==> src/rtl/instr_packer_if.sv <==
// Command-in / merged-beat-out bundle for instr_packer.
// slave is the packer's view; master is the command source and stream sink.
interface instr_packer_if #(
    parameter int BANK_WIDTH = 2,
    parameter int BG_WIDTH   = 2,
    parameter int ROW_WIDTH  = 17
) ();
    logic                  cmd_valid;
    logic                  cmd_ready;
    logic [2:0]            cmd_type;
    logic [BANK_WIDTH-1:0] cmd_bank;
    logic [BG_WIDTH-1:0]   cmd_bg;
    logic [ROW_WIDTH-1:0]  cmd_addr;
    logic [511:0]          cmd_wdata;
    logic                  cmd_last;
    logic [639:0]          M_AXIS_TDATA;
    logic                  M_AXIS_TVALID;
    logic                  M_AXIS_TREADY;

    modport master (
        output cmd_valid, cmd_type, cmd_bank, cmd_bg, cmd_addr, cmd_wdata, cmd_last,
        output M_AXIS_TREADY,
        input  cmd_ready, M_AXIS_TDATA, M_AXIS_TVALID
    );

    modport slave (
        input  cmd_valid, cmd_type, cmd_bank, cmd_bg, cmd_addr, cmd_wdata, cmd_last,
        input  M_AXIS_TREADY,
        output cmd_ready, M_AXIS_TDATA, M_AXIS_TVALID
    );
endinterface

==> src/rtl/instr_packer.sv <==
// Packs up to four DRAM commands (and at most one write burst) into a 640-bit beat.
// A closed beat waits in HOLD while the single-entry output register is still occupied.
module instr_packer #(
    parameter int BG_WIDTH      = 2,
    parameter int BANK_WIDTH    = 2,
    parameter int ROW_WIDTH     = 17,
    parameter int FLUSH_TIMEOUT = 16
) (
    input  logic          clk,
    input  logic          rst_n,
    instr_packer_if.slave bus,
    output logic [31:0]   beat_count
);
    localparam int SLOT_W = 32;
    localparam int DATA_W = 512;
    localparam int ASM_W  = 4 * SLOT_W;
    localparam int BEAT_W = ASM_W + DATA_W;
    localparam int IDLE_W = (FLUSH_TIMEOUT < 1) ? 1 : $clog2(FLUSH_TIMEOUT + 1);
    localparam logic [IDLE_W-1:0] IDLE_MAX = IDLE_W'(FLUSH_TIMEOUT);
    localparam logic [IDLE_W-1:0] IDLE_ONE = IDLE_W'(1);
    localparam logic [2:0] CMD_WR = 3'd4;

    typedef enum logic [0:0] {
        ST_ACC  = 1'b0,
        ST_HOLD = 1'b1
    } state_t;

    function automatic logic [SLOT_W-1:0] make_slot(
        input logic [2:0]            ctype,
        input logic [BANK_WIDTH-1:0] bank,
        input logic [BG_WIDTH-1:0]   bg,
        input logic [ROW_WIDTH-1:0]  addr
    );
        logic [SLOT_W-1:0] s;
        s = '0;
        s[2:0] = ctype;
        s[3 +: BANK_WIDTH] = bank;
        s[3 + BANK_WIDTH +: BG_WIDTH] = bg;
        s[3 + BANK_WIDTH + BG_WIDTH +: ROW_WIDTH] = addr;
        return s;
    endfunction

    state_t              state_r,      state_nx_s;
    logic [ASM_W-1:0]    slots_r,      slots_nx_s;
    logic [DATA_W-1:0]   wdata_r,      wdata_nx_s;
    logic [2:0]          cnt_r,        cnt_nx_s;
    logic                has_wr_r,     has_wr_nx_s;
    logic [IDLE_W-1:0]   idle_r,       idle_nx_s;
    logic                tvalid_r,     tvalid_nx_s;
    logic [BEAT_W-1:0]   tdata_r,      tdata_nx_s;
    logic [31:0]         beat_count_r, beat_count_nx_s;

    logic                wr_req_s;
    logic                cmd_ready_s;
    logic                accept_s;
    logic                out_free_s;
    logic [SLOT_W-1:0]   new_slot_s;
    logic [ASM_W-1:0]    asm_slots_s;
    logic [DATA_W-1:0]   asm_wdata_s;
    logic [2:0]          asm_cnt_s;
    logic                asm_has_wr_s;
    logic                conflict_s;
    logic                timeout_s;
    logic                close_s;

    assign bus.cmd_ready     = cmd_ready_s;
    assign bus.M_AXIS_TVALID = tvalid_r;
    assign bus.M_AXIS_TDATA  = tdata_r;
    assign beat_count        = beat_count_r;

    // Handshake decode: a second WR is refused so each beat carries one burst.
    always_comb begin
        wr_req_s    = bus.cmd_valid && (bus.cmd_type == CMD_WR);
        cmd_ready_s = 1'b0;
        if (rst_n && (state_r == ST_ACC) && !(wr_req_s && has_wr_r)) begin
            cmd_ready_s = 1'b1;
        end else begin
            cmd_ready_s = 1'b0;
        end
        accept_s   = bus.cmd_valid && cmd_ready_s;
        out_free_s = !tvalid_r || bus.M_AXIS_TREADY;
        new_slot_s = make_slot(bus.cmd_type, bus.cmd_bank, bus.cmd_bg, bus.cmd_addr);
    end

    // Assembly as it would look including this cycle's accepted command, plus close causes.
    always_comb begin
        asm_slots_s  = slots_r;
        asm_wdata_s  = wdata_r;
        asm_cnt_s    = cnt_r;
        asm_has_wr_s = has_wr_r;
        if (accept_s) begin
            case (cnt_r)
                3'd0:    asm_slots_s[SLOT_W*0 +: SLOT_W] = new_slot_s;
                3'd1:    asm_slots_s[SLOT_W*1 +: SLOT_W] = new_slot_s;
                3'd2:    asm_slots_s[SLOT_W*2 +: SLOT_W] = new_slot_s;
                3'd3:    asm_slots_s[SLOT_W*3 +: SLOT_W] = new_slot_s;
                default: asm_slots_s = slots_r;
            endcase
            asm_cnt_s = cnt_r + 3'd1;
            if (wr_req_s) begin
                asm_wdata_s  = bus.cmd_wdata;
                asm_has_wr_s = 1'b1;
            end else begin
                asm_wdata_s  = wdata_r;
                asm_has_wr_s = has_wr_r;
            end
        end else begin
            asm_cnt_s = cnt_r;
        end
        conflict_s = (state_r == ST_ACC) && wr_req_s && has_wr_r && (cnt_r != 3'd0);
        // Acceptance beats a simultaneous timeout.
        timeout_s  = (FLUSH_TIMEOUT != 0) && (state_r == ST_ACC) && !accept_s &&
                     (cnt_r != 3'd0) && (idle_r == IDLE_MAX);
        close_s    = (accept_s && ((asm_cnt_s == 3'd4) || bus.cmd_last)) || conflict_s || timeout_s;
    end

    // Next-state: beat closure, HOLD release, output register and beat counter.
    always_comb begin
        state_nx_s      = state_r;
        slots_nx_s      = slots_r;
        wdata_nx_s      = wdata_r;
        cnt_nx_s        = cnt_r;
        has_wr_nx_s     = has_wr_r;
        idle_nx_s       = idle_r;
        tvalid_nx_s     = tvalid_r;
        tdata_nx_s      = tdata_r;
        beat_count_nx_s = beat_count_r;

        if (tvalid_r && bus.M_AXIS_TREADY) begin
            tvalid_nx_s     = 1'b0;
            beat_count_nx_s = beat_count_r + 32'd1;
        end else begin
            tvalid_nx_s     = tvalid_r;
            beat_count_nx_s = beat_count_r;
        end

        case (state_r)
            ST_ACC: begin
                if (close_s && out_free_s) begin
                    tvalid_nx_s = 1'b1;
                    tdata_nx_s  = {asm_wdata_s, asm_slots_s};
                    slots_nx_s  = '0;
                    wdata_nx_s  = '0;
                    cnt_nx_s    = 3'd0;
                    has_wr_nx_s = 1'b0;
                    idle_nx_s   = '0;
                end else if (close_s) begin
                    state_nx_s  = ST_HOLD;
                    slots_nx_s  = asm_slots_s;
                    wdata_nx_s  = asm_wdata_s;
                    cnt_nx_s    = asm_cnt_s;
                    has_wr_nx_s = asm_has_wr_s;
                    idle_nx_s   = '0;
                end else begin
                    slots_nx_s  = asm_slots_s;
                    wdata_nx_s  = asm_wdata_s;
                    cnt_nx_s    = asm_cnt_s;
                    has_wr_nx_s = asm_has_wr_s;
                    if (accept_s) begin
                        idle_nx_s = '0;
                    end else if ((cnt_r != 3'd0) && (idle_r < IDLE_MAX)) begin
                        idle_nx_s = idle_r + IDLE_ONE;
                    end else begin
                        idle_nx_s = idle_r;
                    end
                end
            end
            ST_HOLD: begin
                if (out_free_s) begin
                    state_nx_s  = ST_ACC;
                    tvalid_nx_s = 1'b1;
                    tdata_nx_s  = {wdata_r, slots_r};
                    slots_nx_s  = '0;
                    wdata_nx_s  = '0;
                    cnt_nx_s    = 3'd0;
                    has_wr_nx_s = 1'b0;
                    idle_nx_s   = '0;
                end else begin
                    state_nx_s  = ST_HOLD;
                end
            end
            default: begin
                state_nx_s  = ST_ACC;
                slots_nx_s  = '0;
                wdata_nx_s  = '0;
                cnt_nx_s    = 3'd0;
                has_wr_nx_s = 1'b0;
                idle_nx_s   = '0;
            end
        endcase
    end

    // State and datapath registers; reset drops any partial or pending beat.
    always_ff @(posedge clk or negedge rst_n) begin
        if (!rst_n) begin
            state_r      <= ST_ACC;
            slots_r      <= '0;
            wdata_r      <= '0;
            cnt_r        <= 3'd0;
            has_wr_r     <= 1'b0;
            idle_r       <= '0;
            tvalid_r     <= 1'b0;
            tdata_r      <= '0;
            beat_count_r <= 32'd0;
        end else begin
            state_r      <= state_nx_s;
            slots_r      <= slots_nx_s;
            wdata_r      <= wdata_nx_s;
            cnt_r        <= cnt_nx_s;
            has_wr_r     <= has_wr_nx_s;
            idle_r       <= idle_nx_s;
            tvalid_r     <= tvalid_nx_s;
            tdata_r      <= tdata_nx_s;
            beat_count_r <= beat_count_nx_s;
        end
    end
endmodule

==> src/flat_wrapper.sv <==
// flat-port wrapper written by rule: the top's interface ports become plain ports
module instr_packer_flat 
#(
    parameter int BG_WIDTH      = 2,
    parameter int BANK_WIDTH    = 2,
    parameter int ROW_WIDTH     = 17,
    parameter int FLUSH_TIMEOUT = 16
)
  (clk, rst_n, beat_count, bus_cmd_valid, bus_cmd_type, bus_cmd_bank, bus_cmd_bg, bus_cmd_addr, bus_cmd_wdata, bus_cmd_last, bus_M_AXIS_TREADY, bus_cmd_ready, bus_M_AXIS_TDATA, bus_M_AXIS_TVALID);
  instr_packer_if #(.BANK_WIDTH(BANK_WIDTH), .BG_WIDTH(BG_WIDTH), .ROW_WIDTH(ROW_WIDTH)) bus_i ();
  input  logic clk;
  input  logic rst_n;
  output logic [31:0] beat_count;
  input wire logic [$bits(bus_i.cmd_valid)-1:0] bus_cmd_valid;
  input wire logic [$bits(bus_i.cmd_type)-1:0] bus_cmd_type;
  input wire logic [$bits(bus_i.cmd_bank)-1:0] bus_cmd_bank;
  input wire logic [$bits(bus_i.cmd_bg)-1:0] bus_cmd_bg;
  input wire logic [$bits(bus_i.cmd_addr)-1:0] bus_cmd_addr;
  input wire logic [$bits(bus_i.cmd_wdata)-1:0] bus_cmd_wdata;
  input wire logic [$bits(bus_i.cmd_last)-1:0] bus_cmd_last;
  input wire logic [$bits(bus_i.M_AXIS_TREADY)-1:0] bus_M_AXIS_TREADY;
  output wire logic [$bits(bus_i.cmd_ready)-1:0] bus_cmd_ready;
  output wire logic [$bits(bus_i.M_AXIS_TDATA)-1:0] bus_M_AXIS_TDATA;
  output wire logic [$bits(bus_i.M_AXIS_TVALID)-1:0] bus_M_AXIS_TVALID;
  assign bus_i.cmd_valid = bus_cmd_valid;
  assign bus_i.cmd_type = bus_cmd_type;
  assign bus_i.cmd_bank = bus_cmd_bank;
  assign bus_i.cmd_bg = bus_cmd_bg;
  assign bus_i.cmd_addr = bus_cmd_addr;
  assign bus_i.cmd_wdata = bus_cmd_wdata;
  assign bus_i.cmd_last = bus_cmd_last;
  assign bus_i.M_AXIS_TREADY = bus_M_AXIS_TREADY;
  assign bus_cmd_ready = bus_i.cmd_ready;
  assign bus_M_AXIS_TDATA = bus_i.M_AXIS_TDATA;
  assign bus_M_AXIS_TVALID = bus_i.M_AXIS_TVALID;
  instr_packer #(.BG_WIDTH(BG_WIDTH), .BANK_WIDTH(BANK_WIDTH), .ROW_WIDTH(ROW_WIDTH), .FLUSH_TIMEOUT(FLUSH_TIMEOUT)) u_core (.clk(clk), .rst_n(rst_n), .bus(bus_i), .beat_count(beat_count));
endmodule
==> config.mk <==
export PLATFORM = sky130hd
export DESIGN_NAME = instr_packer_flat
export DESIGN_NICKNAME = d
export VERILOG_FILES = /design/src/rtl/instr_packer_if.sv /design/src/rtl/instr_packer.sv /design/src/flat_wrapper.sv
export SDC_FILE = /design/constraint.sdc
export NUM_CORES = 2
export LEC_CHECK = 0
export ABC_AREA = 1
export CORE_AREA = 3 3 478 480
export CTS_CLUSTER_SIZE = 12
export DETAILED_ROUTE_END_ITERATION = 10
export DIE_AREA = 0 0 481 483
export PLACE_DENSITY = 0.5
export SYNTH_ARGS = -nofsm -noshare
export SYNTH_HDL_FRONTEND = slang
export SYNTH_SLANG_ARGS = --single-unit
==> constraint.sdc <==
create_clock -name clk -period 2.86 [get_ports clk]
set_input_delay 0.715 -clock clk [delete_from_list [all_inputs] [get_ports clk]]
set_output_delay 0.715 -clock clk [all_outputs]
set_load 0.1 [all_outputs]
# After elaboration in Yosys (flattened, before gate mapping)

Cells that the tools add are included.

Bits in registers: 1323
Bits in latches: 0
Memory bits (writable): 0
Bits in read-only memories: 0
Input port bits: 541
Logic and storage cells: 92
Memories kept: 0

$add $sub $neg: 3
Multiply operators: 0
Div/mod/pow operators: 0
$lt $le $gt $ge: 1
Equal/unequal tests: 11
Shift-type cells: 0
Mux-type cells: 40
Bitwise operators: 1
Reduce and logical (&&, ||, !) cells: 27

Operators by type and width:

| operator              | count |
|---|---|
| $mux 512              | 4 |
| $mux 640              | 2 |
| $pmux 640 s2          | 1 |
| $pmux 512 s2          | 1 |
| $mux 128              | 3 |
| $pmux 128 s2          | 1 |
| $mux 32               | 4 |
| $add 32x1->32 const B | 1 |
| $mux 5                | 5 |
| $logic_and 1x1->1     | 15 |
| $mux 1                | 11 |
| $pmux 5 s2            | 1 |
| $mux 3                | 3 |
| $eq 3x2->1 const B    | 2 |
| $eq 3x3->1 const B    | 2 |
| $ne 3x2->1 const B    | 2 |
| $pmux 1 s2            | 3 |
| $pmux 3 s2            | 1 |
| $add 5x1->5 const B   | 1 |
| $eq 5x5->1 const B    | 1 |
| $lt 5x5->1 const B    | 1 |
| $ne 5x3->1 const B    | 1 |
| $logic_or 1x1->1      | 4 |
| $ne 2x2->1 const B    | 2 |
| other kinds (8)       | 11 |

# Longest topological paths before layout

Depth after elaboration: 16
Mapped depth: 17

# Least setup slack after synthesis

No wires, ideal clock.

Kind: reg2reg
From: register u_core.beat_count_r[0], in the netlist u_core.beat_count[0]
To: register u_core.beat_count_r[26], in the netlist u_core.beat_count[26]
Library setup time: 0.164 ns
Arrival: 2.286 ns
Data required time: 2.696 ns
Slack: 0.410 ns
Stages on the path, launching flop included: 9
Period minus slack after synthesis: 2.450 ns
Cell sequence: dfrtp_1 -> ha_1 -> nand3_1 -> nor3_1 -> nand2_1 -> nor2_1 -> nand4_1 -> nor2_1 -> xor2_1

Longest elaborated chain between the ends: 1

Ends and longest elaborated chain:

| element                | line                | source |
|---|---|---|
| from (decl)            | instr_packer.sv:51  | `logic [31:0] beat_count_r, beat_count_nx_s;` |
| from (signal assigned) | instr_packer.sv:214 | `beat_count_r <= beat_count_nx_s;` |
| $add 32x1->32          | instr_packer.sv:131 | `beat_count_nx_s = beat_count_r + 32'd1;` |

No other way between the ends.
A chain may end at the register's enable or synchronous reset.

# Worst setup path in the final report

From: register u_core.state_r
To: output port bus_cmd_ready

Longest elaborated chain between the ends: 4

Ends and longest elaborated chain:

| element                         | line                | source |
|---|---|---|
| from (decl)                     | instr_packer.sv:43  | `state_t state_r, state_nx_s;` |
| from (signal assigned)          | instr_packer.sv:206 | `state_r <= state_nx_s;` |
| $not 1->1                       | instr_packer.sv:75  | `if (rst_n && (state_r == ST_ACC) && !(wr_req_s && has_wr_r)) begin` |
| $logic_and 1x1->1 (2 in series) | instr_packer.sv:75  |  |
| $mux 1                          | instr_packer.sv:75  |  |
| to (decl)                       | flat_wrapper.sv:22  | `output wire logic [$bits(bus_i.cmd_ready)-1:0] bus_cmd_ready;` |

No other way between the ends.

==> impl_metrics.tcl <==
set metrics [dict create \
    status "completed" \
    p_switching_mw 37.6 \
    synth_seq_cells 1323 \
    synthesis.area_sq_um 65600 \
    grt_overflow 0 \
    port_buffers 1214 \
    nets 10500 \
    fp.coreArea_sq_um 225000 \
    pin_count 1215 \
    worstPathCellList "nor2_4, buf_12, nand2_1, inv_1, buf_12" \
    cap_violations 0 \
    maxSlewHeadroom_pct 23.6 \
    grt_util_all_layers_pct 23.1 \
    peakVddDrop_mv 0.885 \
    rr_startpoint "u_core.cnt_r[0]" \
    slowest_stage "dfrtp_1" \
    die_h_um 483 \
    worstSetupPathType "reg2out" \
    root_buffer "clkbuf_16" \
    initial_core_util_pct 29.2 \
    dieArea_sq_um 232000 \
    synth_top_family_by_area "simple AND/OR/NAND/NOR gates" \
    tightest_slew_ns 1.15 \
    cts_tree "built" \
    yosysWarnings 0 \
    power_leakage_nw 46.5 \
    syn_nets 9058 \
    intPower_mw 42.3 \
    hold_slack_ns 0.469 \
    h-tree-depth 4 \
    ys_top_cells_by_area "dfrtp_1 50%, nand2_1 17%, o211ai_1 5.9%" \
    r2r_end "u_core.bus.M_AXIS_TDATA[445]" \
    cts_sinks 1323 \
    synth_compound_area_share_pct 16.1 \
    crit_top_cell "buf_12" \
    synthMuxAreaShare_pct 0 \
    num_rows 174 \
    netSwitchingFraction_pct 47.0 \
    cts_resized 0 \
    drc_errors 0 \
    path_max_fanout 4 \
    synth_area_per_cell_sq_um 7.71 \
    first_pass_iters 5 \
    fillerInstances 22800 \
    yosysTopAreaCell "dfrtp_1" \
    seqPwrFrac_pct 31.4 \
    yosysSeqAreaShare_pct 50.5 \
    hold-path-endpoint "u_core.bus.M_AXIS_TDATA[500]" \
    routed_via_density 4.88 \
    drtIter0Drc 5907 \
    clockBufferDepth 3 \
    grt_start_max_net_pins 174 \
    hold-path-cell-count 2 \
    path_clk_slew_ns 0.06 \
    synth_xor_area_share_pct 0.454 \
    synth_fa_ha_area_share_pct 0.153 \
    period_needed_ns 2.71 \
    p_total_mw 79.8 \
    grt_pass1_wl_um 409000 \
    rsz0062_at_grt "no" \
    dp_slack_ns -0.278 \
    rr_worst_depth 13 \
    hold_path.class "reg2reg" \
    postRouteAntennaNets 0 \
    clk_latency_ns 0.82 \
    finalSetupViolCount 0 \
    p_clk_share_pct 25.8 \
    fin_crit_sh_pct 94.9 \
    cp.required_ns 2.14 \
    grt_pass1_vias 61000 \
    cp-end-kind "output pin" \
    synth_simple_gate_area_share_pct 23.0 \
    vias 64100 \
    r2r_slack_ns 0.45 \
    worstSetupStartpointType "register" \
    place_congestion 0.859 \
    skew_ns 0.0503 \
    postLayoutCoreUtil_pct 39.9 \
    powerDensity_nw_per_um2 892 \
    postCtsSetupRepairBufs 0 \
    syn_to_final_growth_pct 36.5 \
    finalHoldViolCount 0 \
    antenna_found_initial 82 \
    ys_types 32 \
    setup_tns_ns 0 \
    post-dp-hpwl_um 202000 \
    post_drt_wl_per_cell_um 21.1 \
    hp-start "u_core.bus.M_AXIS_TDATA[500]" \
    drv_slew 0 \
    synth_top_cell_area_share_pct 50.5 \
    critical-path-max-stage-delay_ns 0.49 \
    netlist_instances 8509 \
    cp_data_arrival_time_ns 2.00 \
    totalWireLength_um 276000 \
    max_freq_mhz 368 \
    drive_gt1_share_pct 16.6 \
    die_x_um 481 \
    setup_slack_ns 0.146 \
    cts_buffers 161 \
    combPwrFrac_pct 42.8 \
]
-- synthesized netlist by cell type --
library cell  instances
clkbuf_8              3
buf_8                 2
nand3_4               2
nor3_2                1
dfrtp_1            1323
xnor2_1              13
inv_2                 3
clkbuf_1            364
ha_1                  8
o211ai_1            512
nand2_1            2890
nor2_1              110
nor4_1                1
inv_1               889
nand4_1              11
xor2_1               21
nor2_4                1
nor3_1                8
nor3b_1               2
o21ai_0             681
o21ai_1             123
buf_12                3
a21oi_1             537
buf_6                28
buf_4                28
or2_2                 1
buf_1                17
and2_1                1
nand3_1             712
clkinv_1              2
buf_2               204
nand2_2               8
-- logic make-up after synthesis --
| family | count (synthesis) |
|---|---|
| flip-flops | 1323 |
| buffers and inverters | 1543 |
| AND/OR/NAND/NOR | 3748 |
| XOR/XNOR | 34 |
| adder cells (fa/ha/maj) | 8 |
| AO/OA/AOI/OAI | 1853 |
-- final cells by class --
type                            count  area, sq um  share of cell area [%]
Timing Repair Buffer             1957        17900                    20.0
Clock buffer                      241         4700                    5.25
Multi-Input combinational cell   5643        26100                    29.1
Tap cell                         2992         3740                    4.18
Sequential cell                  1323        33100                    37.0
Antenna cell                       40          100                   0.112
Inverter                          894         3380                    3.78
Clock inverter                     42          519                   0.580
-- layout by cell type (no fill, tap or decap), drive strengths merged, types with 2 or more instances in the layout --
master         instances
diode                 40
xor2                  21
nor2                 111
nand2               2898
nor3b                  2
clkdlybuf4s50        539
nor3                   9
ha                     8
bufinv                 5
nand3                714
inv                  898
clkbuf               241
clkinv                31
buf                 1417
xnor2                 13
a21oi                537
o21ai                804
o211ai               512
nand4                 11
dfrtp               1323
clkinvlp               2
-- worst max-delay path by stage --
stage,start,endpoint,slack [ns],cells past startpoint
2_1_floorplan,u_core.beat_count[0],u_core.beat_count[26],0.41,8
3_3_place_gp,bus_cmd_type[0],u_core.bus.M_AXIS_TDATA[253],-0.27,12
3_5_place_dp,bus_cmd_type[0],u_core.bus.M_AXIS_TDATA[253],-0.28,12
4_1_cts,u_core.state_r,bus_cmd_ready,0.04,5
5_1_grt,u_core.state_r,bus_cmd_ready,0.005,5
6_report,u_core.state_r,bus_cmd_ready,0.15,5
-- layer usage --
metal	share of wire [%]	global-route usage, %	vias to the layer above
met4	3.6	9.32	34
met3	7.5	5.54	413
met1	42	29.9	31100
met2	47	37.0	2048
met5	0.086	0	-
li1	-	-	30600
-- critical path: cells and delay by family, from the launching register on --
kind / cells / cell delay [ns]
buffers and inverters: 3 / 0.42
DFF: 1 / 0.49
and+or+nand+nor: 2 / 0.30
-- sequential cells by signal, summed over array words and instances (netlist names) --
signal and cells:
u_core.slots_r 128, u_core.beat_count 32, u_core.state_r 1, u_core.idle_r 5, u_core.bus.M_AXIS_TVALID 1, u_core.has_wr_r 1, u_core.cnt_r 3, u_core.bus.M_AXIS_TDATA 640
u_core.wdata_r 512
-- power groups by stage --
stage                     clock [mW]  combinational, mW  sequential (mW)
after CTS                       21.2               34.4             25.0
final                           20.6               34.2             25.1
after global routing            21.9               36.2             25.4
after detailed placement           0               34.3             25.3
after floorplan                    0               7.88             40.4
after global placement             0               34.1             25.3
-- stage by stage --
step,std cells,cell area (sq um)
CTS,13100,89400
global placement,12800,84200
global route,13100,89500
finish,13100,89500
floorplan,8509,65600
detailed placement,12800,84200
-- repair_timing --
item / CTS / global route
setup endpoints to repair: 0 / 0
hold endpoints to repair: 8 / 0
hold buffers: 1 / 0
Power figures use the tool's default switching activity.
